<file path="src/rtl/usb_tx_pkg.sv">
// usb_tx_pkg: shared types and constants for the USB full-speed TX bit encoder.
//   tx_state_e   encoder FSM states
//   line_t       {dp, dm} pair driven onto the bus
//   LINE_J/K/SE0 bus line levels
//   STUFF_LIMIT  run of ones that forces a stuffed zero
//   EOP_SE0_BITS bit times of SE0 at end of packet
package usb_tx_pkg;

    typedef enum logic [2:0] {
        ST_IDLE    = 3'd0,
        ST_DATA    = 3'd1,
        ST_STUFF   = 3'd2,
        ST_EOP_SE0 = 3'd3,
        ST_EOP_J   = 3'd4,
        ST_DONE    = 3'd5
    } tx_state_e;

    typedef struct packed {
        logic dp;
        logic dm;
    } line_t;

    localparam line_t LINE_J   = '{dp: 1'b1, dm: 1'b0};
    localparam line_t LINE_K   = '{dp: 1'b0, dm: 1'b1};
    localparam line_t LINE_SE0 = '{dp: 1'b0, dm: 1'b0};

    localparam int STUFF_LIMIT  = 6;
    localparam int EOP_SE0_BITS = 2;

endpackage

</file>
<file path="src/rtl/usb_tx_baud_tick.sv">
// usb_tx_baud_tick: divides clk down to the USB bit rate.
//   clk, rst  system clock, synchronous active-high reset
//   clr       restarts the bit time (packet accept)
//   tick      high on the last clock of every bit time
module usb_tx_baud_tick #(
    parameter int CLKS_PER_BIT = 4
) (
    input  logic clk,
    input  logic rst,
    input  logic clr,
    output logic tick
);

    localparam int W = $clog2(CLKS_PER_BIT);

    logic [W-1:0] cnt;

    assign tick = (cnt == W'(CLKS_PER_BIT - 1));

    always_ff @(posedge clk) begin
        if (rst || clr)
            cnt <= '0;
        else if (tick)
            cnt <= '0;
        else
            cnt <= cnt + 1'b1;
    end

endmodule

</file>
<file path="src/rtl/usb_tx_bit_encoder.sv">
// usb_tx_bit_encoder: serialises a compiled USB packet onto D+/D- with bit
// stuffing, NRZI encoding and EOP.
//   clk, rst                  system clock, synchronous active-high reset
//   packet_TX                 packet vector, bit 0 sent first
//   packet_counter_TX         valid bit count (clamped to MAX_BITS)
//   packet_load_complete_TX   start strobe, accepted only in IDLE
//   dp_out, dm_out, tx_oe     bus levels and driver enable
//   tx_busy, tx_done          status toward the TX control FSM
module usb_tx_bit_encoder
    import usb_tx_pkg::*;
#(
    parameter int CLKS_PER_BIT = 4,
    parameter int MAX_BITS     = 544,
    parameter int CNT_W        = 10
) (
    input  logic                clk,
    input  logic                rst,
    input  logic [MAX_BITS-1:0] packet_TX,
    input  logic [CNT_W-1:0]    packet_counter_TX,
    input  logic                packet_load_complete_TX,
    output logic                dp_out,
    output logic                dm_out,
    output logic                tx_oe,
    output logic                tx_busy,
    output logic                tx_done
);

    tx_state_e           state;
    logic [MAX_BITS-1:0] shift;
    logic [CNT_W-1:0]    len;
    logic [2:0]          ones;
    logic [1:0]          eop_cnt;
    logic                nrzi_j;   // level left by the previous bit, 1 = J

    logic                tick;
    logic                accept;
    logic [CNT_W-1:0]    len_in;
    logic [CNT_W-1:0]    len_m1;
    logic [2:0]          ones_nxt;
    logic                data_j;
    line_t               line;

    assign accept   = (state == ST_IDLE) && packet_load_complete_TX;
    assign len_in   = (packet_counter_TX > CNT_W'(MAX_BITS)) ? CNT_W'(MAX_BITS)
                                                            : packet_counter_TX;
    assign len_m1   = len - 1'b1;
    assign ones_nxt = shift[0] ? ones + 3'd1 : 3'd0;
    // NRZI: a one holds the previous level, a zero toggles it
    assign data_j   = shift[0] ? nrzi_j : ~nrzi_j;

    usb_tx_baud_tick #(.CLKS_PER_BIT(CLKS_PER_BIT)) u_baud (
        .clk  (clk),
        .rst  (rst),
        .clr  (accept),
        .tick (tick)
    );

    // Line level is decoded from registered state so the first bit appears
    // the cycle after the strobe and holds for a full bit time.
    always_comb begin
        line = LINE_J;
        case (state)
            ST_DATA:    line = data_j  ? LINE_J : LINE_K;
            ST_STUFF:   line = ~nrzi_j ? LINE_J : LINE_K;
            ST_EOP_SE0: line = LINE_SE0;
            default:    line = LINE_J;
        endcase
    end

    assign dp_out  = line.dp;
    assign dm_out  = line.dm;
    assign tx_busy = (state != ST_IDLE) && (state != ST_DONE);
    assign tx_oe   = tx_busy;
    assign tx_done = (state == ST_DONE);

    always_ff @(posedge clk) begin
        if (rst) begin
            state   <= ST_IDLE;
            shift   <= '0;
            len     <= '0;
            ones    <= '0;
            eop_cnt <= '0;
            nrzi_j  <= 1'b1;
        end else begin
            case (state)
                ST_IDLE: if (accept) begin
                    shift   <= packet_TX;
                    len     <= len_in;
                    ones    <= '0;
                    eop_cnt <= '0;
                    nrzi_j  <= 1'b1;
                    state   <= (len_in == '0) ? ST_EOP_SE0 : ST_DATA;
                end
                ST_DATA: if (tick) begin
                    nrzi_j <= data_j;
                    shift  <= shift >> 1;
                    len    <= len_m1;
                    ones   <= ones_nxt;
                    // stuffing takes priority so a run ending on the last
                    // data bit still gets its zero before EOP
                    if (ones_nxt == 3'(STUFF_LIMIT))
                        state <= ST_STUFF;
                    else if (len_m1 == '0)
                        state <= ST_EOP_SE0;
                end
                ST_STUFF: if (tick) begin
                    nrzi_j <= ~nrzi_j;
                    ones   <= '0;
                    state  <= (len == '0) ? ST_EOP_SE0 : ST_DATA;
                end
                ST_EOP_SE0: if (tick) begin
                    if (eop_cnt == 2'(EOP_SE0_BITS - 1)) begin
                        eop_cnt <= '0;
                        state   <= ST_EOP_J;
                    end else begin
                        eop_cnt <= eop_cnt + 2'd1;
                    end
                end
                ST_EOP_J: if (tick) state <= ST_DONE;
                ST_DONE:  state <= ST_IDLE;
                default:  state <= ST_IDLE;
            endcase
        end
    end

endmodule

</file>
<file path="config.mk">
export PLATFORM = sky130hd
export DESIGN_NAME = usb_tx_bit_encoder
export DESIGN_NICKNAME = d
export VERILOG_FILES = /design/src/rtl/usb_tx_pkg.sv /design/src/rtl/usb_tx_baud_tick.sv /design/src/rtl/usb_tx_bit_encoder.sv
export SDC_FILE = /design/constraint.sdc
export NUM_CORES = 1
export LEC_CHECK = 0
export CORE_AREA = 2 2 216 218
export DETAILED_ROUTE_END_ITERATION = 8
export DIE_AREA = 0 0 218 220
export DONT_BUFFER_PORTS = 1
export PLACE_DENSITY = 0.66
export SYNTH_ARGS = -nofsm -noshare
export SYNTH_HDL_FRONTEND = slang
export SYNTH_SLANG_ARGS = --single-unit
</file>
<file path="constraint.sdc">
create_clock -name clk -period 4.1 [get_ports clk]
set_input_delay 0.41 -clock clk [delete_from_list [all_inputs] [get_ports clk]]
set_output_delay 0.41 -clock clk [all_outputs]
set_load 0.03 [all_outputs]
</file>
Yosys cells after proc, flatten, opt, wreduce, memory -nomap -nowiden:

Cells that the tools add are included.

* reduce and logical (&&, ||, !) cells: 16
* multiplexer cells: 35
* divide/modulo/power cells: 0
* order comparisons: 1
* eq/ne operators: 16
* bitwise operators: 1
* multipliers: 0
* shift-type cells: 0
* add/subtract/negate cells: 4

Operator list (number)
* $mux 544: 2
* $pmux 544 s2: 1
* $mux 3: 12
* $logic_not 10->1: 3
* $mux 10: 3
* $pmux 10 s2: 1
* $pmux 3 s5: 1
* $mux 2: 7
* $gt 10x10->1 const B: 1
* $ne 2x2->1 const B: 5
* $sub 10x1->10 const B: 1
* $eq 3x3->1 const B: 3
* $pmux 3 s3: 1
* $reduce_and 7->1: 1
* $eq 3x2->1 const B: 2
* $ne 3x3->1 const B: 2
* $pmux 2 s3: 1
* $reduce_and 3->1: 2
* $reduce_bool 3->1: 2
* $add 2x1->2 const B: 2
* $mux 1: 4
* $pmux 2 s2: 1
* $reduce_and 4->1: 1
* $reduce_bool 2->1: 2
* other kinds (11): 12

* memory bits (read-only): 0
* output and inout bits: 5
* memories kept: 0
* RAM bits: 0
* bits in registers: 565
* input port bits: 557
* latch bits: 0
* word-level logic and storage cells: 80

Depth between registers and ports, before layout:

Gate-level depths: netlist of run 1.

* depth in word-level cells: 6
* gate-level depth with buffers: 10
* gate-level depth less buffers: 7

By module:

A second synthesis of run 1 with hierarchy kept.

* cell total of the unflattened synthesis: 3222
* area, all modules: 24430.9 um^2

Modules (own cells, without submodules)
* usb_tx_bit_encoder: instances 1, sequential area each 11270.8 um^2, area each 24350.9 um^2, cells an instance 3217
* usb_tx_baud_tick: instances 1, sequential area each 40.0 um^2, area each 80.1 um^2, cells an instance 5

Least setup slack after synthesis of run 1:

No wires, ideal clock.

* kind: register -> register
* from: register len[1]
* to: register state[1]
* period minus slack after synthesis: 2.232 ns
* cell stages (with the launch flop): 10
* setup time: 0.079 ns
* arrival time: 2.152 ns
* data required time: 4.021 ns
* setup slack: 1.868 ns
* path buffers: 2
* path through: dfxtp_1 clkdlybuf4s18_1 inv_1 ha_1 buf_2 or4b_4 a2111oi_2 or3_1 nand4_1 a211oi_2

* longest elaborated chain between the ends: 4
* elaborated cells on any way between the ends: 8
* classes of those cells: 1 x add/sub; 1 x eq/ne; 3 x mux; 3 x reduce/logical

RTL lines
* start, declared: RTL line usb_tx_bit_encoder.sv:30 `logic [CNT_W-1:0] len;`
* start signal, assigned: RTL line usb_tx_bit_encoder.sv:88 `len <= len_in;`
* start signal, assigned: RTL line usb_tx_bit_encoder.sv:97 `len <= len_m1;`
* $sub 10x1->10 or $logic_not 10->1 (tied branches): RTL line usb_tx_bit_encoder.sv:46, usb_tx_bit_encoder.sv:109
* $logic_not 10->1 or $mux 2 (tied branches): RTL line usb_tx_bit_encoder.sv:103, usb_tx_bit_encoder.sv:109
* $ne 3x3->1 (no line) or $mux 3 (tied branches)
* $reduce_and 7->1 (no line) or $pmux 3 s5 (tied branches)
* end signal, assigned: RTL line usb_tx_bit_encoder.sv:92 `state <= (len_in == '0) ? ST_EOP_SE0 : ST_DATA;`
* end signal, assigned: RTL line usb_tx_bit_encoder.sv:109 `state <= (len == '0) ? ST_EOP_SE0 : ST_DATA;`
* end, declared: RTL line usb_tx_bit_encoder.sv:28 `tx_state_e state;`

Several ways; a longest one is shown, not always the timed one. The select of a mux whose other input is x is not followed.
A chain may end at the register's enable or synchronous reset.

Worst setup path in the final report of run 1:

* from: register state[0]
* to: register shift[363]

* longest elaborated chain between the ends: 4
* elaborated cells on any way between the ends: 8
* classes of those cells: 3 x eq/ne; 1 x mux; 4 x reduce/logical

RTL lines
* $logic_not 3->1: RTL line usb_tx_bit_encoder.sv:43, usb_tx_bit_encoder.sv:85
* $logic_and 1x1->1: RTL line usb_tx_bit_encoder.sv:43 `assign accept = (state == ST_IDLE) && packet_load_complete_TX;`
* $ne 2x1->1 (no line)
* $reduce_and 3->1 (no line)
* end signal, assigned: RTL line usb_tx_bit_encoder.sv:87 `shift <= packet_TX;`
* end signal, assigned: RTL line usb_tx_bit_encoder.sv:96 `shift <= shift >> 1;`
* end, declared: RTL line usb_tx_bit_encoder.sv:29 `logic [MAX_BITS-1:0] shift;`

Several ways; a longest one is shown, not always the timed one.

==> run_results.csv, run 1 <==
group,metric,value,unit
status,run_status,"completed",
setup_path,r2r-start,"state[0]",
setup_path,critPathTopFamily,"buffers and inverters",
logic_synthesis,synth-edff-count,0,
logic_synthesis,ys_ff_latch,565,
logic_synthesis,synth_area_leaders,"dfxtp_1 46%, a311oi_1 19%, nand2_1 17%",
finish,postLayoutCellArea,33300,um^2
finish,drive_above_1_share,0.0394,
run,cap_violations,0,
sta,maxSlewHeadroom,0.188,
setup_path,slowest_stage,"dfxtp_1",
place,postPlaceCellArea,24400,um^2
drt,drt_first_pass_iters,6,
setup_path,critPathArrivalTime,3.88,ns
power_and_ir_drop,switching_share,0.293,
sta,hold_viol,0,
setup_path,critPathRequiredTime,4.67,ns
floorplanning,die_width,218,um
floorplanning,initial_utilization,0.537,
logic_synthesis,ys.warnings.count,0,
logic_synthesis,synthesis.nets,3788,
logic_synthesis,async_flop_share,0,
power_and_ir_drop,powerDensity,485,nW/um^2
global_routing,grt_pass1_wl,124,mm
floorplanning,die_y,220,um
logic_synthesis,postSynthCellCount,3227,
sta,fmax,0.303,GHz
setup_path,critPathKind,"reg -> reg",
drt,met1_length,32.2,mm
setup_path,path_cells,"mux2_4 > and2_4 > buf_12 > nor2_1 > a311oi_1 > dlygate4sd3_1",
hold_path,hp-start,"packet_TX[17]",
power_and_ir_drop,p_sw,4.72,mW
clocking,clk_pin_slew,0.07,ns
power_and_ir_drop,ir_drop,0.369,mV
clocking,cts_tree,"built",
clocking,cts.sinks,565,
finish,area_growth_syn_to_layout,35.1,%
logic_synthesis,yosysUniqueCellTypes,58,
global_routing,track_usage,0.312,
setup_path,crit_path_start_kind,"flop",
floorplanning,die-area,48000,um^2
clocking,numCtsBuffers,60,
clocking,clockBufferDepth,3,
clocking,h-tree-depth,2,
global_routing,grt_pass1_vias,24300,
power_and_ir_drop,p_clk_frac,0.367,
logic_synthesis,synth_area,24600,um^2
finish,final_nets,4217,
drt,route.met3.wl,6.28,mm
sta,clock_skew,0.0296,ns
power_and_ir_drop,internal_power,11.4,mW
logic_synthesis,yosysSeqAreaShare,0.459,
clocking,cts_resized,0,
place,hpwl,43.0,mm
logic_synthesis,yosysTopAreaCell,"dfxtp_1",
drt,first_iter_violations,2684,
floorplanning,rows,79,
setup_path,path_buf_inv,2,
sta,post-route-period-util,0.806,
power_and_ir_drop,p_seq_frac,0.410,
setup_path,timing.rr.end,"shift[363]",
setup_path,slowest_delay,0.67,ns
sta,drv_slew,0,
drt,highest_layer,"met4",
setup_path,r2r_setup_slack,0.80,ns
setup_path,rr_worst_depth,6,
sta,min_period,3.30,ns
drt,drt_wl_total,79.9,mm
place,io_buffers,0,
global_routing,gr-total-overflow,0,
sta,setup_violations,0,
floorplanning,core_area,45900,um^2
drt,wl_per_cell,18.4,um
logic_synthesis,synth-main-ff-cell,"dfxtp_1",
floorplanning,io_pins,562,
clocking,clk_latency,0.63,ns
drt,drc,0,
global_routing,grt_max_degree,344,
hold_path,hold-path-endpoint,"shift[17]",
sta,rsz0062_at_grt,"no",
drt,met2_length,38.3,mm
drt,postRouteAntennaNets,0,
hold_path,hold_depth,2,
logic_synthesis,synth.top_cell.area_share,0.459,
clocking,cts_root_buf,"clkbuf_16",
setup_path,crit_path_max_fanout,119,
drt,vias,25600,
hold_path,min_path_type,"in -> reg",
global_routing,antenna_found_initial,19,
clocking,post_cts_buffers,0,
setup_path,endpoint_kind,"flop",
power_and_ir_drop,leakagePower,13.0,nW
sta,fin_tns_setup,0,ns
clocking,postCtsHoldBufs,661,
logic_synthesis,avgSynthCellArea,7.63,um^2
place,routabilityCongestion,0.836,
drt,viasPerCell,5.92,
power_and_ir_drop,comb_power_share,0.223,
sta,tightestPinTransition,1.22,ns
==> power by group through the flow <==
stage | combinational, mW | sequential [mW] | clock, mW
floorplan | 2.26 | 6.58 | 0
global placement | 2.47 | 6.66 | 0
detailed placement | 2.58 | 6.69 | 0
CTS | 3.46 | 6.58 | 5.94
global route | 3.96 | 6.68 | 6.21
finish | 3.59 | 6.61 | 5.92
==> cell type report <==
type	instances	area, um^2
multi-input combinational	2337	11900
timing repair buffer	687	7050
fill	3354	12600
tap	607	759
antenna	20	50.0
sequential	565	11300
clock buffer	86	1820
clock inverter	27	353
inverter	5	18.8
==> flip-flops by register name, summed over array words and instances, names as in the netlist <==
signal	cells
nrzi_j	1
len	10
shift	544
ones	3
u_baud.cnt	2
state	3
eop_cnt	2
==> cell usage after synthesis, types with 2 or more instances <==
library cell	count
ha_1	4
o21ai_0	13
nor2_1	568
nand2b_1	4
xnor2_1	4
buf_4	11
o21a_1	3
a21oi_1	17
and3_1	2
a211oi_1	2
a41oi_1	2
buf_1	17
xor2_1	3
nor2b_1	8
nand4_1	2
dfxtp_1	565
a311oi_1	544
or3_1	3
nand3_1	3
inv_1	5
nor3b_1	3
a21o_1	2
or4_1	2
buf_2	111
a31oi_1	7
clkbuf_1	178
and2_1	5
o21ai_1	4
nor3_1	8
nand2_1	1099
==> kinds of logic after synthesis <==
kind of cell / share of synthesized area
AO/OA/AOI/OAI: 0.209
flip-flops: 0.459
XOR/XNOR: 0.00249
AND/OR/NAND/NOR: 0.268
adder cells (fa/ha/maj): 0.00203
multiplexers: 0.00102
buffers and inverters: 0.0578
==> placed cells by master, fill, tap and decap left out, types with 2 or more instances in the layout <==
cell type	n
clkbuf_16	61
clkbuf_1	5
buf_4	8
buf_12	18
nand2_1	1099
nor2_1	568
nand3_1	3
dlygate4sd3_1	660
and2_1	4
o21ai_1	4
clkinv_4	2
a21oi_1	17
diode_2	20
inv_1	5
o21ai_0	13
bufinv_16	8
nand2b_1	4
a41oi_1	2
xnor2_1	4
o21a_1	3
a21o_1	2
xor2_1	3
inv_6	2
or3_1	3
clkinv_2	14
a311oi_1	544
nor3b_1	3
a211oi_1	2
and3_1	2
clkbuf_8	20
a31oi_1	7
ha_1	4
nor3_1	8
dfxtp_1	565
or4_1	2
nand4_1	2
nor2b_1	8
==> metal layers <==
| metal | vias up | GRT usage |
|---|---|---|
| met2 | 1152 | 0.522 |
| met5 | - | 0 |
| met4 | 0 | 0.133 |
| met1 | 12100 | 0.384 |
| li1 | 12100 | - |
| met3 | 260 | 0.0752 |
==> worst max path at each step <==
stage	slack, ns	from	cells after the start	end
global placement	1.55	state[0]	6	len[6]
CTS	0.93	state[0]	6	shift[52]
finish	0.80	state[0]	6	shift[363]
detailed placement	1.45	state[0]	5	shift[52]
floorplan	1.87	len[1]	9	state[1]
global route	0.61	state[0]	6	shift[170]
==> worst reg2reg max path, delay by kind of cell (launching register included) <==
kind                   cells  cell delay (ns)
multiplexers               1             0.28
flip-flops                 1             0.67
buffers and inverters      2             1.09
AND/OR/NAND/NOR            2             0.85
AO/OA/AOI/OAI              1             0.36
==> through the flow <==
step                setup slack, ns   util  cells  power [mW]  hold slack [ns]
finish                        0.795  0.726   4334        16.1           0.0200
global route                  0.613  0.725   4331        16.9          0.00311
CTS                           0.931  0.724   4314        16.0          0.00181
detailed placement             1.45  0.532   3540        9.27            0.434
global placement               1.55  0.532   3540        9.14            0.412
floorplan                      1.87      -   3227        8.84            0.405
Power figures use the tool's default switching activity.
==> inputs of run 2 (changes only) <==
--- a/config.mk
+++ b/config.mk
@@ -5,11 +5,11 @@
 export SDC_FILE = /design/constraint.sdc
 export NUM_CORES = 1
 export LEC_CHECK = 0
-export CORE_AREA = 2 2 216 218
+export CORE_AREA = 2 2 218 220
 export DETAILED_ROUTE_END_ITERATION = 8
-export DIE_AREA = 0 0 218 220
+export DIE_AREA = 0 0 220 222
 export DONT_BUFFER_PORTS = 1
-export PLACE_DENSITY = 0.66
+export PLACE_DENSITY = 0.65
 export SYNTH_ARGS = -nofsm -noshare
 export SYNTH_HDL_FRONTEND = slang
 export SYNTH_SLANG_ARGS = --single-unit
==> constraint.sdc (replaced) <==
create_clock -name clk -period 3.35 [get_ports clk]
set_input_delay 0.335 -clock clk [delete_from_list [all_inputs] [get_ports clk]]
set_output_delay 0.335 -clock clk [all_outputs]
set_load 0.03 [all_outputs]
==> run 2 against run 1 <==
Against the previous run: global-route usage grew 0.52 points; register-to-register slack got worse by 0.57 ns; maximum frequency rose by 5.7%; utilization is essentially flat; routed wire length rose by 1.4%; critical path depth unchanged; sequential power rose by 23%; design area is 0.82% higher; clock-buffer cell count increased by 2.
==> run_results.csv, run 2 (same netlist as run 1, synthesis figures left out) <==
group,metric,value,unit
sta,fin_tns_setup,0,ns
finish,mostFrequentLayoutCells,"1099 x nand2_1, 708 x dlygate4sd3_1, 568 x nor2_1, 565 x dfxtp_1, 544 x a311oi_1",
finish,largest_reg_flops,544,
finish,drive_above_1_share,0.0368,
setup_path,critPathRequiredTime,3.89,ns
power_and_ir_drop,internal_power,13.5,mW
power_and_ir_drop,switching_share,0.298,
place,preCtsSetupSlack,0.831,ns
floorplanning,die-area,48800,um^2
setup_path,crit_path_start_kind,"flop",
sta,setup_ws,0.222,ns
clocking,cts_tree,"built",
hold_path,hp-start,"packet_counter_TX[7]",
sta,setup_violations,0,
sta,min_period,3.13,ns
drt,wl_per_cell,18.5,um
floorplanning,io_pins,562,
finish,reg_top3,"shift: 544 flops, len: 10 flops",
setup_path,timing.rr.end,"shift[216]",
clocking,h-tree-depth,2,
clocking,cts_root_buf,"clkbuf_16",
clocking,clockBufferDepth,3,
floorplanning,core_area,46300,um^2
floorplanning,die_width,220,um
finish,fill_cells,3385,
setup_path,r2r_setup_slack,0.22,ns
place,io_buffers,0,
clocking,numCtsBuffers,59,
clocking,cts.sinks,565,
place,hpwl,43.4,mm
hold_path,hold-path-endpoint,"len[7]",
hold_path,min_path_type,"in -> reg",
drt,postRouteAntennaNets,0,
setup_path,crit_path_max_fanout,179,
status,run_status,"completed",
drt,drt_first_pass_iters,6,
sta,tightestPinTransition,1.05,ns
sta,maxSlewHeadroom,0.302,
place,dp.cells,3544,
floorplanning,die_y,222,um
power_and_ir_drop,p_clk_frac,0.345,
power_and_ir_drop,p_sw,5.73,mW
sta,rsz0062_at_grt,"no",
place,routabilityCongestion,0.854,
sta,drv_slew,0,
drt,drt_wl_total,81.1,mm
finish,area_growth_syn_to_layout,36.2,%
setup_path,rr_worst_depth,6,
global_routing,grt_pass1_vias,25200,
sta,fmax,0.320,GHz
global_routing,grt_pass1_wl,128,mm
finish,ff_latch_area,11300,um^2
drt,drc,0,
power_and_ir_drop,total_power,19.2,mW
power_and_ir_drop,ir_drop,0.498,mV
setup_path,r2r-start,"state[0]",
setup_path,critPathKind,"reg -> reg",
setup_path,critPathArrivalTime,3.67,ns
hold_path,hold_depth,3,
drt,viasPerCell,5.93,
clocking,clk_latency,0.61,ns
finish,regMostFlops,"shift",
global_routing,grt_max_degree,385,
power_and_ir_drop,comb_power_share,0.234,
sta,hold_viol,0,
clocking,clk_pin_slew,0.06,ns
floorplanning,initial_utilization,0.532,
global_routing,track_usage,0.317,
floorplanning,rows,79,
finish,multiInputGateArea,11900,um^2
setup_path,endpoint_kind,"flop",
finish,layout_commonest_cell,"nand2_1",
sta,clock_skew,0.0180,ns
drt,vias,26000,
sta,post-route-period-util,0.934,
power_and_ir_drop,powerDensity,574,nW/um^2
finish,final_nets,4268,
run,cap_violations,0,
power_and_ir_drop,p_seq_frac,0.421,
global_routing,antenna_found_initial,19,
drt,first_iter_violations,2672,
global_routing,gr-total-overflow,0,
finish,instances_no_fill,4381,
power_and_ir_drop,leakagePower,13.2,nW
run 2: changes by cell type in the layout (fill, tap and decap cells not counted):
cell           before  now
clkbuf_1            5   13
clkinv_4            2    0
clkinv_2           14   17
inv_6               2    0
dlygate4sd3_1     660  708
clkbuf_8           20   14
bufinv_16           8    3
buf_12             18   17
buf_4               8   13
diode_2            20   19
run 2: power groups by stage:
stage	logic (mW)	registers [mW]	clock network, mW
finish	4.50	8.10	6.65
detailed placement	3.15	8.19	0
floorplan	2.76	8.06	0
CTS	4.31	8.05	6.68
global placement	3.02	8.16	0
global route	4.96	8.18	7.02
run 2: final cells by class:
cell class	instances	area share
inverters	5	0.000559
clock buffers	88	0.0527
flip-flops and latches	565	0.337
repair buffers	739	0.225
clock inverters	21	0.00545
diodes	19	0.00142
multi-input cells	2337	0.355
well taps	607	0.0226
run 2: worst max path at each step:
stage | to | startpoint | cells after the start | slack, ns
floorplan | state[1] | len[1] | 9 | 1.12
global placement | len[6] | state[0] | 7 | 0.87
detailed placement | len[6] | state[0] | 7 | 0.83
CTS | shift[505] | state[0] | 6 | 0.39
global route | shift[216] | state[0] | 6 | 0.11
finish | shift[216] | state[0] | 6 | 0.22
run 2: per-layer routing:
layer  track usage  routed length, um  share of wire  vias up
met5             0                 13        0.00016        -
met1         0.394              32500           0.40    12400
met2         0.527              38700           0.48     1150
met3        0.0727               6530          0.081      269
met4         0.131               3260          0.040        2
li1              -                  -              -    12200
run 2: worst max-delay path: stages (launching register included):
cell and delay (ns):
dfxtp_1 0.67, nor3b_4 0.34, buf_4 0.21, buf_12 0.53
nand2_1 0.14, a311oi_1 0.40, dlygate4sd3_1 0.65
run 2: per-stage QoR:
step	utilization	instance area, um^2	hold WS, ns
6_report	0.725	33500	0.0431
5_1_grt	0.725	33500	0.0162
3_3_place_gp	0.528	24400	0.411
2_1_floorplan	-	24600	0.405
3_5_place_dp	0.528	24400	0.434
4_1_cts	0.724	33500	0.00156
run 2: timing repair:
action	4_1_cts	5_1_grt
hold buffers	709	0
setup buffers	0	0
resized for setup	0	0
endpoints found under the hold margin	558	0
